File: src/rtl/display_scanner.sv
// display_scanner: time-multiplexed scan controller for a multi-digit seven-segment display
// Ports:
//   clk, rst     : clock, synchronous active-high reset
//   value        : packed 4-bit digit codes, value[3:0] is the rightmost digit
//   blank_lz     : suppress leading zero digits (sampled every cycle)
//   bcd          : registered code of the digit in the current slot
//   digit_en     : registered one-hot digit enable, all zero when the digit is blanked
//   frame_start  : registered one-cycle pulse on each edge that takes a new snapshot
module display_scanner #(
    parameter int DIGITS   = 4,
    parameter int PRESCALE = 1000
) (
    input  logic                  clk,
    input  logic                  rst,
    input  logic [4*DIGITS-1:0]   value,
    input  logic                  blank_lz,
    output logic [3:0]            bcd,
    output logic [DIGITS-1:0]     digit_en,
    output logic                  frame_start
);
    localparam int PW = PRESCALE > 1 ? $clog2(PRESCALE) : 1;
    localparam int IW = DIGITS > 1 ? $clog2(DIGITS) : 1;
    typedef enum logic {IDLE, SCAN} state_t;
    state_t              state_q, state_d;
    logic [PW-1:0]       pcnt_q, pcnt_d;
    logic [IW-1:0]       idx_q, idx_d;
    logic [4*DIGITS-1:0] shadow_q, shadow_d;
    logic [3:0]          bcd_q, bcd_d;
    logic [DIGITS-1:0]   en_q, en_d;
    logic                fs_q, fs_d;
    logic                tick;
    logic                blanked;
    always_comb begin
        state_d  = state_q;
        pcnt_d   = pcnt_q;
        idx_d    = idx_q;
        shadow_d = shadow_q;
        fs_d     = 1'b0;
        tick     = pcnt_q == PW'(PRESCALE - 1);
        if (state_q == IDLE) begin
            state_d  = SCAN;
            shadow_d = value;
            idx_d    = '0;
            pcnt_d   = '0;
            fs_d     = 1'b1;
        end else if (tick) begin
            pcnt_d = '0;
            if (idx_q == IW'(DIGITS - 1)) begin
                idx_d    = '0;
                shadow_d = value;
                fs_d     = 1'b1;
            end else begin
                idx_d = idx_q + IW'(1);
            end
        end else begin
            pcnt_d = pcnt_q + PW'(1);
        end
        // Outputs follow the next-state index so they change on the same edge as idx.
        bcd_d   = shadow_d[4*idx_d +: 4];
        // A digit is a leading zero when it and every nibble above it are zero.
        blanked = blank_lz && idx_d != '0 && (shadow_d >> (4*idx_d)) == '0;
        en_d    = blanked ? '0 : DIGITS'(1) << idx_d;
    end
    always_ff @(posedge clk) begin
        if (rst) begin
            state_q  <= IDLE;
            pcnt_q   <= '0;
            idx_q    <= '0;
            shadow_q <= '0;
            bcd_q    <= 4'h0;
            en_q     <= '0;
            fs_q     <= 1'b0;
        end else begin
            state_q  <= state_d;
            pcnt_q   <= pcnt_d;
            idx_q    <= idx_d;
            shadow_q <= shadow_d;
            bcd_q    <= bcd_d;
            en_q     <= en_d;
            fs_q     <= fs_d;
        end
    end
    assign bcd         = bcd_q;
    assign digit_en    = en_q;
    assign frame_start = fs_q;
endmodule

File: config.mk
export PLATFORM = sky130hd
export DESIGN_NAME = display_scanner
export DESIGN_NICKNAME = d
export VERILOG_FILES = /design/src/rtl/display_scanner.sv
export SDC_FILE = /design/constraint.sdc
export NUM_CORES = 1
export LEC_CHECK = 0
export ABC_AREA = 1
export CAP_MARGIN = 5
export CORE_MARGIN = 2
export CORE_UTILIZATION = 35
export CTS_BUF_LIST = sky130_fd_sc_hd__clkbuf_4 sky130_fd_sc_hd__clkbuf_8
export CTS_CLUSTER_SIZE = 40
export DETAILED_ROUTE_END_ITERATION = 16
export DONT_BUFFER_PORTS = 1
export HOLD_SLACK_MARGIN = 0.15
export PLACE_DENSITY = 0.47
export SYNTH_ARGS = -nofsm -noshare
export SYNTH_HDL_FRONTEND = slang
export SYNTH_SLANG_ARGS = --single-unit
File: constraint.sdc
create_clock -name clk -period 5.1 [get_ports clk]
set_clock_uncertainty 0.15 [all_clocks]
set_input_delay 1.02 -clock clk [delete_from_list [all_inputs] [get_ports clk]]
set_output_delay 1.02 -clock clk [all_outputs]
set_load 0.01 [all_outputs]
==> metrics.txt <==
outcome finished clean; DR WL/cell 12.0 microns; DP Worst Slack 2.33 ns; sequential element share of the synthesized area 41.4%; crit path max fanout 15; CP Cell Sequence ha_1, or2_2, nand4_1, nand3_1, nand2_1, nand2_1, nand2_1, nand2_1, nor2_1, nand3_1, o21bai_1, nor2_1; gr usage total 14.9%; r2r setup slk 2.34 ns; # rows 26; area added between synthesis and finish 7.98%; final hold vios 0; PnR worst setup slack 2.34 ns; core area 5070 sq um; Ant. Diodes 0; number of remaining DRC errors 0; Power Density 305 nW/um^2; drt pass-1 iters 5; worst hold-check path type reg -> reg; leading cell types in the layout, fill and taps excluded nand2_1, dfxtp_1, nor2_1; die area 5840 sq um; RSZ-0062 raised after global routing false; # IOs 28; Seq cells post-synth 38; Max Root-Sink Buffers 2; CP arrival 2.77 ns; share of layout cells above drive strength 1 10.1%; syn_nets 277; Worst Setup Path Type reg -> reg; Crit. End Element flip-flop; Worst Tran Pin Value 0.622 ns; fin area 1980 sq um; yosys warns 0; Max IR drop VDD 0.000160 V; total gr overflow 0; PortBufs 0; LEAKAGE 0.891 nW; final max-slew violation count 0; Worst Setup Start Kind flip-flop; CTS buffer count 5; Fillers 565; Routed Antenna Nets 0; Via density 4.62; H-tree lvl count 2; CTS root buf clkbuf_8; post-CTS setup buffer count 0; largest net degree at the start of global routing 25; Cells after Synth 256; most common cell after layout, fill and taps aside nand2_1; endpoints failing setup 0; Netlist cell types 31; Iteration-0 DRC Markers 33; initial antenna violation count 0; die outline height 76.4 microns; Post-DP Area 1870 sq um; via count 1510; final wirelength 3.93 mm; final setup TNS 0 ns; Post-CTS Resized 0; fin crit share 54.2%; Hold Buf Count CTS 0; vias in the first global route 1540; Req. time, crit path 5.10 ns; CTS tree done; peak per-stage delay on the critical path 0.45 ns; area of the multi-input gates 903 sq um; Final Instance Count excl. Fillers 327; DPL Wire Length 2.94 mm; area of the mapped netlist 1840 sq um; slowest CP cell nand3_1; cell mode on critical path nand2_1; Highest Clock Rate 362 MHz; clock slew at reported path FFs 0.07 ns; Slew HR 58.4%; GP Congestion 0.789; Die W 76.4 microns; mean post-synth cell area 7.17 sq um; initial core utilization 36.2%; first-pass GRT wire length 6.96 mm; max-cap violations 0; CTS sink count 38; Nets 277; worst skew pair latency 0.29 ns; placed cell count 319; Final min period 2.76 ns; storage element area 761 sq um
==> power breakdown <==
group | leakage, nW | switching [mW] | internal (mW)
Clock | 0.0575 | 0.105 | 0.137
Sequential | 0.312 | 0.00821 | 0.309
Combinational | 0.521 | 0.0282 | 0.0174
==> sequential cells by signal, indices dropped and copies added (netlist names) <==
register / count
state_q: 1
idx_q: 2
digit_en: 4
shadow_q: 16
frame_start: 1
bcd: 4
pcnt_q: 10
==> per-layer routing <==
metal	part of all wire, %	wire (microns)	global-route usage (%)	vias up
met1	47	1840	17.8	660
met5	0	0	0	-
met2	48	1870	24.7	25
met3	2.7	105	3.79	11
met4	2.9	115	7.45	0
li1	-	-	-	814
==> area by class of cell <==
class / count / share of cell area, %
tap: 70 / 4.42
inverter: 32 / 6.06
sequential: 38 / 38.4
clock buffer: 8 / 5.56
multi-input combinational: 179 / 45.6
==> through the flow <==
stage	hold WS [ns]	total power, mW	utilization [%]
2_1_floorplan	0.280	0.364	-
3_3_place_gp	0.300	0.371	36.9
3_5_place_dp	0.303	0.371	36.9
4_1_cts	0.320	0.615	39.1
5_1_grt	0.346	0.636	39.1
6_report	0.316	0.604	39.1
==> worst max-delay path, delay by kind of cell, from the launching register on <==
| family | cells | cell delay, ns |
|---|---|---|
| AOI/OAI and AO/OA | 1 | 0.18 |
| adders and majority gates | 1 | 0.24 |
| and+or+nand+nor | 10 | 1.70 |
| DFF | 1 | 0.34 |
==> synth_stat cells <==
| library cell | n | area share [%] |
|---|---|---|
| nand4_4 | 1 | 1.2 |
| ha_1 | 2 | 1.4 |
| o22ai_1 | 1 | 0.34 |
| clkbuf_1 | 4 | 0.82 |
| o21bai_1 | 3 | 1.2 |
| o21ai_2 | 2 | 0.95 |
| nor2_1 | 35 | 7.2 |
| nor2_2 | 1 | 0.34 |
| a21boi_0 | 1 | 0.41 |
| o21ai_1 | 3 | 0.82 |
| nand2_1 | 64 | 13 |
| o21ai_0 | 5 | 1.4 |
| inv_1 | 31 | 6.3 |
| buf_6 | 1 | 0.61 |
| buf_2 | 1 | 0.27 |
| inv_2 | 1 | 0.20 |
| nand3b_1 | 8 | 3.3 |
| nand3_1 | 18 | 4.9 |
| nand2_4 | 2 | 1.2 |
| a2111oi_0 | 1 | 0.48 |
| nor2_4 | 1 | 0.61 |
| nor3b_1 | 5 | 2.0 |
| buf_12 | 1 | 1.1 |
| xor2_1 | 1 | 0.48 |
| nand4_1 | 4 | 1.4 |
| a21oi_1 | 9 | 2.5 |
| nor3_1 | 2 | 0.55 |
| nand3_2 | 1 | 0.55 |
| dfxtp_1 | 38 | 41 |
| nand2_2 | 6 | 2.0 |
| or2_2 | 3 | 1.0 |
==> cells by family (layout without fill, tap and decap cells) <==
logic type	count (synthesis)	in the layout	share of synthesized area (%)
AND/OR/NAND/NOR	151	151	39.3
buffers and inverters	39	40	9.34
flip-flops	38	38	41.4
AO/OA/AOI/OAI	25	25	8.04
adder cells (fa/ha/maj)	2	2	1.36
XOR/XNOR	1	1	0.477
==> path summary, 6_finish.rpt <==
| kind | depth (start not counted) | startpoint | end |
|---|---|---|---|
| setup reg to reg | 12 | idx_q[0]$_SDFF_PP0_ | digit_en[1]$_SDFF_PP0_ |
| setup / recovery | 12 | idx_q[0]$_SDFF_PP0_ | digit_en[1]$_SDFF_PP0_ |
| hold reg to reg | 1 | pcnt_q[0]$_SDFF_PP0_ | pcnt_q[0]$_SDFF_PP0_ |
| hold / removal | 1 | pcnt_q[0]$_SDFF_PP0_ | pcnt_q[0]$_SDFF_PP0_ |
(Power assumes the default switching activity.)
